File: src/rtl/counter_pkg.sv
`default_nettype none
// ----------------------------------------------------------------------------
// counter_pkg : shared types for the counter command generator
// Rev 1.0
// ----------------------------------------------------------------------------
package counter_pkg;

    localparam int WIDTH_DEFAULT = 8;

    typedef enum logic [1:0] {
        IDLE = 2'd0,
        STEP = 2'd1,
        HOLD = 2'd2
    } cmd_state_e;

    typedef enum logic {
        DIR_UP   = 1'b0,
        DIR_DOWN = 1'b1
    } dir_e;

endpackage
`default_nettype wire

File: src/rtl/counter_cmd_gen_btn_debounce.sv
`default_nettype none
// ----------------------------------------------------------------------------
// btn_debounce : 2-FF synchroniser plus stability counter for one raw button
// Rev 1.0
// ----------------------------------------------------------------------------
module btn_debounce #(
    parameter int DEBOUNCE_CYCLES = 16
) (
    input  logic clk_i,
    input  logic reset_i,
    input  logic btn_i,
    output logic stable_o,
    output logic rise_o
);

    localparam int CNT_W = (DEBOUNCE_CYCLES > 1) ? $clog2(DEBOUNCE_CYCLES) : 1;
    localparam logic [CNT_W-1:0] CNT_MAX = CNT_W'(DEBOUNCE_CYCLES - 1);

    logic             sync1_q;
    logic             sync2_q;
    logic             stable_q;
    logic             rise_q;
    logic [CNT_W-1:0] cnt_q;

    always_ff @(posedge clk_i) begin
        if (!reset_i) begin
            sync1_q  <= 1'b0;
            sync2_q  <= 1'b0;
            stable_q <= 1'b0;
            rise_q   <= 1'b0;
            cnt_q    <= '0;
        end else begin
            sync1_q <= btn_i;
            sync2_q <= sync1_q;
            rise_q  <= 1'b0;
            if (sync2_q != stable_q) begin
                if (cnt_q == CNT_MAX) begin
                    stable_q <= sync2_q;
                    rise_q   <= sync2_q;
                    cnt_q    <= '0;
                end else begin
                    cnt_q <= cnt_q + CNT_W'(1);
                end
            end else begin
                cnt_q <= '0;
            end
        end
    end

    assign stable_o = stable_q;
    assign rise_o   = rise_q;

endmodule
`default_nettype wire

File: src/rtl/counter_cmd_gen.sv
`default_nettype none
// ----------------------------------------------------------------------------
// counter_cmd_gen : debounced buttons -> step/direction/load commands
// Rev 1.0
// ----------------------------------------------------------------------------
module counter_cmd_gen
    import counter_pkg::*;
#(
    parameter int WIDTH           = WIDTH_DEFAULT,
    parameter int DEBOUNCE_CYCLES = 16,
    parameter int REPEAT_CYCLES   = 0
) (
    input  logic             clk_i,
    input  logic             reset_i,
    input  logic             btn_up_i,
    input  logic             btn_down_i,
    input  logic             btn_load_i,
    input  logic [WIDTH-1:0] sw_value_i,
    output logic             up_o,
    output logic             down_o,
    output logic             enable_o,
    output logic [WIDTH-1:0] init_value_o,
    output logic             init_valid_o
);

    localparam int RPT_W = (REPEAT_CYCLES > 1) ? $clog2(REPEAT_CYCLES) : 1;
    localparam logic [RPT_W-1:0] RPT_MAX = RPT_W'((REPEAT_CYCLES > 0) ? REPEAT_CYCLES - 1 : 0);

    logic up_db, down_db, load_db;
    logic up_rise, down_rise, load_rise;

    btn_debounce #(.DEBOUNCE_CYCLES(DEBOUNCE_CYCLES)) u_db_up (
        .clk_i(clk_i), .reset_i(reset_i), .btn_i(btn_up_i),
        .stable_o(up_db), .rise_o(up_rise)
    );
    btn_debounce #(.DEBOUNCE_CYCLES(DEBOUNCE_CYCLES)) u_db_down (
        .clk_i(clk_i), .reset_i(reset_i), .btn_i(btn_down_i),
        .stable_o(down_db), .rise_o(down_rise)
    );
    btn_debounce #(.DEBOUNCE_CYCLES(DEBOUNCE_CYCLES)) u_db_load (
        .clk_i(clk_i), .reset_i(reset_i), .btn_i(btn_load_i),
        .stable_o(load_db), .rise_o(load_rise)
    );

    // Step buttons are level-driven and load is edge-driven, so these go unread.
    logic unused_db;
    assign unused_db = ^{up_rise, down_rise, load_db};

    cmd_state_e       state_q;
    dir_e             dir_q;
    logic [RPT_W-1:0] rpt_q;
    logic             up_q, down_q, enable_q;
    logic [WIDTH-1:0] init_value_q;
    logic             init_valid_q;

    logic w_dir_held;
    assign w_dir_held = (dir_q == DIR_UP) ? up_db : down_db;

    always_ff @(posedge clk_i) begin
        if (!reset_i) begin
            state_q  <= IDLE;
            dir_q    <= DIR_UP;
            rpt_q    <= '0;
            up_q     <= 1'b0;
            down_q   <= 1'b0;
            enable_q <= 1'b0;
        end else begin
            enable_q <= 1'b0;
            case (state_q)
                IDLE: begin
                    if (up_db ^ down_db) begin
                        dir_q    <= up_db ? DIR_UP : DIR_DOWN;
                        up_q     <= up_db;
                        down_q   <= down_db;
                        enable_q <= 1'b1;
                        state_q  <= STEP;
                    end else if (up_db && down_db) begin
                        rpt_q   <= '0;
                        state_q <= HOLD;
                    end
                end
                STEP: begin
                    rpt_q   <= '0;
                    state_q <= HOLD;
                end
                HOLD: begin
                    if (!up_db && !down_db) begin
                        state_q <= IDLE;
                    end else if (up_db && down_db) begin
                        rpt_q <= '0;
                    end else if (w_dir_held) begin
                        if (REPEAT_CYCLES != 0) begin
                            if (rpt_q == RPT_MAX) begin
                                up_q     <= (dir_q == DIR_UP);
                                down_q   <= (dir_q == DIR_DOWN);
                                enable_q <= 1'b1;
                                state_q  <= STEP;
                            end else begin
                                rpt_q <= rpt_q + RPT_W'(1);
                            end
                        end
                    end else begin
                        // Opposite button alone: let IDLE pick it up as a new press.
                        state_q <= IDLE;
                    end
                end
                default: state_q <= IDLE;
            endcase
        end
    end

    always_ff @(posedge clk_i) begin
        if (!reset_i) begin
            init_value_q <= '0;
            init_valid_q <= 1'b0;
        end else begin
            init_valid_q <= load_rise;
            if (load_rise) begin
                init_value_q <= sw_value_i;
            end
        end
    end

    assign up_o         = up_q;
    assign down_o       = down_q;
    assign enable_o     = enable_q;
    assign init_value_o = init_value_q;
    assign init_valid_o = init_valid_q;

endmodule
`default_nettype wire

File: config.mk
export PLATFORM = sky130hd
export DESIGN_NAME = counter_cmd_gen
export DESIGN_NICKNAME = d
export VERILOG_FILES = /design/src/rtl/counter_pkg.sv /design/src/rtl/counter_cmd_gen_btn_debounce.sv /design/src/rtl/counter_cmd_gen.sv
export SDC_FILE = /design/constraint.sdc
export NUM_CORES = 1
export LEC_CHECK = 0
export ABC_AREA = 1
export CAP_MARGIN = 20
export CORE_MARGIN = 8
export CORE_UTILIZATION = 51
export CTS_CLUSTER_DIAMETER = 60
export DETAILED_ROUTE_END_ITERATION = 10
export GPL_TIMING_DRIVEN = 0
export PLACE_DENSITY = 0.78
export SLEW_MARGIN = 20
export SYNTH_ARGS = -nofsm -noshare
export SYNTH_HDL_FRONTEND = slang
export SYNTH_HIERARCHICAL = 1
export SYNTH_SLANG_ARGS = --single-unit
File: constraint.sdc
create_clock -name clk_i -period 1.5 [get_ports clk_i]
set_input_delay 0.3 -clock clk_i [delete_from_list [all_inputs] [get_ports clk_i]]
set_output_delay 0.3 -clock clk_i [all_outputs]
set_load 0.02 [all_outputs]
==> run_results.csv <==
group,metric,value,unit
drt,ant_nets,0,
cells_and_area,area_delta_synth_final,22.03,%
die,rows,19,
critical_path,ff2ff_setup_slack,0.19,ns
critical_path,crit_family,"flip-flops",
die,fp.dieW,69.19,um
timing,fin_crit,1.336,ns
timing,rsz0062_at_grt,"no",
critical_path,critPathCaptureType,"output pin",
timing,whs,0.4165,ns
power,p_switching,358.8,uW
critical_path,crit_chain,"dlygate4sd2_1",
timing,worst_slack,0.1643,ns
die,die_h,69.19,um
grt,grtUsageTotal,12.26,%
yosys,synth_cells,177,
critical_path,r2r-end,"dir_q",
clock_network,clock_sinks,37,
yosys,synthesis.nets,195,
clock_network,clock_path_buffers,2,
placed_design,pre_cts_slack,-0.1005,ns
yosys,syn_avg_cell_area,8.150,um^2
critical_path,r2r_cells,7,
timing,finalSetupTns,0,ns
placed_design,dp_cells,232,
worst_hold_path,holdPathStages,2,
critical_path,worst_ep_arrival_time,1.04,ns
die,start_util,52.77,%
worst_hold_path,min-delay-start,"u_db_down/sync1_q",
cells_and_area,fin_nets,226,
placed_design,portBuffers,24,
die,dieArea,0.004787,mm^2
yosys,syn_area,0.001443,mm^2
timing,finalHoldViolCount,0,
clock_network,h-tree-depth,2,
critical_path,cp.required,1.20,ns
grt,grt_pass1_vias,1177,
critical_path,crit_path_start_kind,"flop",
drt,drcViolationCount,0,
critical_path,cp_slowest_stage_delay,0.35,ns
drt,wl_per_cell,12.06,um
critical_path,critPathMaxFanout,2,
power,seqPwrFrac,63.6,%
clock_network,clock_latency,0.34,ns
cells_and_area,stdcell_count,240,
timing,slew_headroom,67.24,%
drt,dr.pass1.iters,6,
drt,viasPerCell,4.975,
clock_network,cts.root.buffer_cell,"clkbuf_4",
placed_design,gp_congestion,0.7371,
timing,finalClockSkew,0.008303,ns
critical_path,path_class,"flop to output pin",
die,io_pins,25,
yosys,yosysWarnings,6,
grt,grt_first_pass_wirelength,4.843,mm
power,irDropWorstVdd,862.7,uV
power,power.leakage,0.0008314,uW
clock_network,path_clk_slew,0.11,ns
power,p_int,1211,uW
drt,wl_met2,1.513,mm
critical_path,r2r-start,"u_db_down/stable_o",
die,coreArea,0.002734,mm^2
drt,top_layer,"met4",
critical_path,crit_slowest_cell,"dfxtp_1",
power,swShare,22.85,%
timing,slew_violations,0,
clock_network,cts_tree,"yes",
cells_and_area,drive_above_1_share,14.83,%
clock_network,numCtsBuffers,5,
drt,drtIter0Drc,27,
drt,wl_met3,115,um
critical_path,critPathBufInv,1,
timing,setup_viol,0,
power,combPwrFrac,4.6,%
timing,period_share,89.05,%
run_status,outcome,"completed",
power,p_clk_share,31.8,%
job,maxCapViolCount,0,
cells_and_area,n_antenna_cell,0,
grt,grt_max_degree,14,
placed_design,hpwlAfterDp,2.232,mm
clock_network,post_cts_resize_count,12,
drt,routed_wl,2.895,mm
grt,antenna_found_initial,0,
clock_network,ctsHoldBuffers,0,
worst_hold_path,holdPathEnd,"u_db_down/sync2_q",
drt,wl_met1,1.195,mm
clock_network,post_cts_buffers,0,
drt,vias,1194,
power,pwr_density_cell,891.9,mW/mm^2
timing,worst_slew_pin_slew,0.4899,ns
worst_hold_path,hp-class,"flop to flop",
timing,fmax,0.7486,GHz
grt,grt_overflow,0,
==> final cells by class <==
cell class | instances | area (um^2)
fill | 245 | 973.4
sequential | 37 | 743.2
multi-input combinational | 112 | 591.8
timing repair buffer | 24 | 225.2
inverter | 26 | 97.59
clock buffer | 6 | 41.29
tap | 31 | 38.79
buffer | 2 | 12.51
clock inverter | 2 | 10.01
==> metal layers <==
layer  GRT usage, %  vias to the layer above
met1          11.28                      541
li1               -                      621
met3          4.149                        9
met5              0                        -
met4          7.289                        0
met2          22.64                       23
==> power groups by stage <==
| stage | Clock [uW] | Combinational, uW | Sequential, uW |
|---|---|---|---|
| CTS | 519 | 72.9 | 999 |
| finish | 499 | 72.2 | 999 |
| global route | 574 | 79.8 | 1000 |
| floorplan | 0 | 30.1 | 1020 |
| global placement | 0 | 69.1 | 1020 |
| detailed placement | 0 | 72.6 | 1020 |
==> metrics by stage <==
stage / utilization (%) / total power, uW / area, um^2
6_report: 64.39 / 1570 / 1760
5_1_grt: 64.39 / 1654 / 1760
4_1_cts: 64.30 / 1590 / 1758
3_5_place_dp: 62.97 / 1094 / 1722
3_3_place_gp: 62.97 / 1089 / 1722
2_1_floorplan: - / 1049 / 1443
==> registers in the layout, summed over array words and instances, names as in the netlist <==
register,flops
u_db_down/cnt_q,4
u_db_load/rise_o,1
u_db_load/sync1_q,1
enable_o,1
init_valid_o,1
u_db_down/sync2_q,1
up_o,1
u_db_load/stable_o,1
down_o,1
u_db_down/sync1_q,1
u_db_down/stable_o,1
u_db_up/cnt_q,4
u_db_load/cnt_q,4
u_db_up/stable_o,1
u_db_load/sync2_q,1
init_value_o,8
u_db_up/sync2_q,1
u_db_up/sync1_q,1
dir_q,1
state_q,2
==> cell usage in the layout, fill, tap and decap left out <==
cell / n
a21oi_1: 5
dfxtp_1: 35
clkdlybuf4s50_1: 12
nand2_2: 3
or2_1: 3
a21oi_2: 4
clkbuf_1: 1
clkbuf_4: 5
inv_2: 6
nand4_1: 6
inv_1: 19
buf_2: 1
nand3_2: 4
dlygate4sd2_1: 12
dfxtp_2: 2
nand2_1: 27
clkinv_1: 1
xnor2_1: 3
nor2_2: 2
ha_1: 5
o21ai_2: 1
nor2_1: 32
nand3_1: 9
o21ai_1: 8
buf_4: 1
clkinv_2: 2
==> worst max path at each step <==
stage | startpoint | to | slack, ns | depth (start not counted)
after floorplan | u_db_down/stable_o | dir_q | 0.30 | 7
after global routing | u_db_down/stable_o | dir_q | 0.08 | 7
final | init_value_o[2] | init_value_o[2] | 0.16 | 1
after global placement | reset_i | init_value_o[0] | -0.08 | 4
after detailed placement | reset_i | u_db_load/cnt_q[0] | -0.10 | 5
after CTS | u_db_up/stable_o | dir_q | 0.09 | 7
No activity file was read; power rests on OpenSTA's default activity.
==> patch 1 (same settings) <==
`DEBOUNCE_CYCLES` is set to 16 in 2 places; all go to 32.
--- a/src/rtl/counter_cmd_gen_btn_debounce.sv
+++ b/src/rtl/counter_cmd_gen_btn_debounce.sv
@@ -4,7 +4,7 @@
 // Rev 1.0
 // ----------------------------------------------------------------------------
 module btn_debounce #(
-    parameter int DEBOUNCE_CYCLES = 16
+    parameter int DEBOUNCE_CYCLES = 32
 ) (
     input  logic clk_i,
     input  logic reset_i,
--- a/src/rtl/counter_cmd_gen.sv
+++ b/src/rtl/counter_cmd_gen.sv
@@ -7,7 +7,7 @@
     import counter_pkg::*;
 #(
     parameter int WIDTH           = WIDTH_DEFAULT,
-    parameter int DEBOUNCE_CYCLES = 16,
+    parameter int DEBOUNCE_CYCLES = 32,
     parameter int REPEAT_CYCLES   = 0
 ) (
     input  logic             clk_i,
Check against the original RTL: same outputs for any inputs over 10 cycles, from zero or initial values and one cycle with reset_i low; that may be too few to reach the edited logic, so the function may still have changed.
==> patch 1 against the unedited design <==
Area after synthesis increased by 9.0%; first-iteration DRC count increased by 85%; sequential share of layout area about the same; cell count increased by 8.8%; die area increased by 6.9%; power increased by 7.9%; setup slack got worse by 0.016 ns; final area increased by 8.0%; largest cell class unchanged; routed wire length decreased by 14%; fmax decreased by 1.2%; critical endpoint is now u_db_load/cnt_q[0]; sequential cell count increased by 3; clock skew decreased by 0.0068 ns; global-route usage decreased by 1.3 points; count of clock-buffer cells in the layout increased by 2.
==> patch 1: results (changes against the unedited design) <==
worst_setup_path:
  cp-end-kind: "flip-flop"
  crit_slowest_cell: "dfxtp_1"
  crit_family: "adder cells"
  crit_fanout: 5  # +3
  worstPathArrival_ns: 1.63  # +0.59 ns
  slowest_delay_ns: 0.35  # about the same
finish:
  antenna_cells: 0  # unchanged
  largest_register_ffs: 8  # unchanged
  drive_gt1_frac: 0.105  # -0.0431
  nFillCells: 275  # +12%
global_route:
  antenna_found_initial: 0  # unchanged
  overflow: 0  # unchanged
  grtUsageTotal: 0.109  # -0.0131
  grt_max_degree: 18  # +4
  grt_pass1_vias: 1076  # -8.6%
  grt_pass1_wl_mm: 4.34  # -10%
placed_design:
  gp_congestion: 0.776  # +5.2%
  numPlacedInstances: 253  # +9.1%
  dpl_cell_area_sq_um: 1850  # +7.7%
  port_buffers: 24  # unchanged
  dp_hpwl_mm: 1.85  # -17%
logic_synthesis:
  syn_area_per_cell_sq_um: 8.02  # -1.5%
  yosys_warnings: 6  # unchanged
  syn-num-nets: 217  # +11%
drt:
  vias: 1203  # +0.75%
  detail_route.vias_per_cell: 4.61  # -7.4%
  first_iter_violations: 50  # +85%
  dr.pass1.iters: 4  # -2
  wl_mm: 2.50  # -14%
worst_hold_path:
  hold_path.class: "flip-flop to flip-flop"
cts:
  cts-root-buf: "clkbuf_4"
  cts_buffers: 5  # unchanged
  clock_path_buffers: 2  # unchanged
  clk_pin_slew_ns: 0.11  # about the same
  post_cts_resized: 12  # unchanged
  clk_latency_ns: 0.34  # about the same
  cts_setup_buffers: 0  # unchanged
  htreeDepth: 2  # unchanged
timing:
  fin_skew_ns: 0.00154  # -0.00677 ns
  worstMarginPinSlew_ns: 0.621  # +0.131 ns
power_and_ir_drop:
  p_leak_nw: 0.898  # +8.0%
  vdd.ir_drop.worst_mv: 0.696  # -19%
outcome:
  status: "finished, final reports clean"
patch 1: metal layers:
layer	global-route usage	up-vias	wire length [um]
li1	-	662	-
met1	0.109	511	1160
met2	0.169	25	1090
met3	0.0628	5	184
met4	0.0771	0	69
met5	0	-	0
patch 1: worst paths after layout:
check | startpoint | to | slack (ns) | cells after the start
max | u_db_load/cnt_q[0] | u_db_load/cnt_q[0] | 0.15 | 7
min | u_db_load/sync1_q | u_db_load/sync2_q | 0.43 | 2
max reg2reg | u_db_load/cnt_q[0] | u_db_load/cnt_q[0] | 0.15 | 7
min reg2reg | u_db_load/sync1_q | u_db_load/sync2_q | 0.43 | 2
patch 1: area by class of cell:
type / count / area [sq um] / area share
Sequential cell: 40 / 803 / 0.423
Multi-Input combinational cell: 118 / 624 / 0.329
Timing Repair Buffer: 24 / 225 / 0.118
Inverter: 36 / 135 / 0.0711
Clock buffer: 8 / 58.8 / 0.0309
Tap cell: 33 / 41.3 / 0.0217
Buffer: 2 / 12.5 / 0.00658
patch 1: metrics by stage:
step | hold WS, ns | worst slack, ns
after global routing | 0.446 | 0.0345
after detailed placement | 0.398 | -0.226
after CTS | 0.432 | 0.130
after global placement | 0.394 | -0.203
final | 0.429 | 0.149
after floorplan | 0.390 | 0.314
patch 1: report_power, final:
part | internal (W) | switching (W) | total, W
clock | 0.000231 | 0.000322 | 0.000553
sequential | 0.00107 | 0.00000592 | 0.00108
combinational | 0.0000379 | 0.0000257 | 0.0000637
total | 0.00134 | 0.000354 | 0.00169
patch 1: worst min-delay path, stage by stage (launching register included):
cell,delay [ns]
dfxtp_1,0.31
nand2_1,0.05
inv_1,0.03
==> patch 2 (same settings) <==
Without the edit above. The output `init_valid_o` loses its register stage (`init_valid_q` becomes a continuous assignment).
--- a/src/rtl/counter_cmd_gen.sv
+++ b/src/rtl/counter_cmd_gen.sv
@@ -112,14 +112,14 @@
     always_ff @(posedge clk_i) begin
         if (!reset_i) begin
             init_value_q <= '0;
-            init_valid_q <= 1'b0;
         end else begin
-            init_valid_q <= load_rise;
             if (load_rise) begin
                 init_value_q <= sw_value_i;
             end
         end
     end
+
+    assign init_valid_q = load_rise;
 
     assign up_o         = up_q;
     assign down_o       = down_q;
Formal check against the unedited RTL: same outputs for any inputs over 10 cycles, from zero or initial values and one cycle with reset_i low; that may be too few to reach the edited logic, so the function may still have changed.
==> patch 2 against the unedited design <==
Area after synthesis shrank 2.5%; routed wire length shrank 2.1%; register-to-register slack lost 0.08 ns; power grew 1.5%; non-clock buffer count shrank 1; clock skew shrank 0.0048 ns; synthesized cell count shrank 2.3%; sequential share of layout area shrank 0.65 points; setup slack lost 0.078 ns; sequential cell count shrank 1; count of clock-buffer cells in the layout grew 1; final area shrank 1.4%; critical path type unchanged; largest cell class unchanged; highest routed layer unchanged.
==> patch 2: results (changes against the unedited design) <==
global_route:
  grt_max_degree: 13  # -1
  grt.met2_usage: 0.252  # +0.0256
  gr-usage-met1: 0.134  # +0.0215
  grtUsageTotal: 0.138  # +0.0157
  grt_pass1_wl_mm: 4.91  # +1.3%
  grt_util_met3: 0.0404  # -0.00110
cts:
  clk_pin_slew_ns: 0.09  # -0.02 ns
  post_cts_resized: 13  # +1
finish:
  nonClkBufAreaFrac: 0.134  # -0.00103
  final.clkbuf_count: 7  # +1
  multi_input_area_share: 0.336  # about the same
  nonClockInverterCount: 25  # -3.8%
  nets: 222  # -1.8%
  buffers: 25  # -3.8%
  sh_seq_area: 0.416  # -0.00647
  seq_cell_count: 36  # -2.7%
  clock_area_frac: 0.0375  # +0.00832
logic_synthesis:
  syn-num-nets: 191  # -2.1%
  syn_area_per_cell_sq_um: 8.13  # -0.26%
drt:
  detail_route.vias_per_cell: 5.04  # +1.3%
  first_iter_violations: 53  # +96%
  dr.pass1.iters: 4  # -2
worst_setup_path:
  rrSetupSlack_ns: 0.11  # -0.08 ns
  crit_fanout: 10  # +8
  worstPathArrival_ns: 1.11  # +0.07 ns
placed_design:
  numPlacedInstances: 228  # -1.7%
  dpl_cell_area_sq_um: 1690  # -2.1%
outcome:
  status: "finished, final reports clean"
floorplanning:
  die_area_sq_um: 4690  # -1.9%
timing:
  worstMarginPinSlew_ns: 0.522  # +0.0320 ns
  fin_skew_ns: 0.00347  # -0.00483 ns
power_and_ir_drop:
  netSwitchingPower_w: 0.000322  # -10%
  p_leak_nw: 0.812  # -2.4%
worst_hold_path:
  hp-start: "u_db_load/sync1_q"
-- patch 2: cell types whose count changed in the layout (fill, tap and decap cells not counted), sizes merged --
cell and delta:
clkbuf +1, dfxtp -1, clkinv -3, nand2 -1, buf -1
-- patch 2: power groups by stage --
stage          clock [W]  combinational [W]  sequential, W
4_1_cts         0.000572          0.0000715       0.000972
5_1_grt         0.000608          0.0000785       0.000973
3_3_place_gp           0          0.0000681       0.000993
6_report        0.000551          0.0000711       0.000971
3_5_place_dp           0          0.0000712       0.000994
2_1_floorplan          0          0.0000295       0.000992
-- patch 2: worst max path at each step --
stage	startpoint	endpoint	slack, ns	cells past startpoint
floorplan	u_db_up/stable_o	down_o	0.31	6
finish	u_db_load/rise_o	init_valid_o	0.09	1
CTS	u_db_load/rise_o	init_valid_o	0.07	1
global placement	reset_i	init_value_o[1]	-0.1	4
detailed placement	reset_i	init_value_o[5]	-0.13	4
global route	u_db_up/stable_o	dir_q	0.0009	7
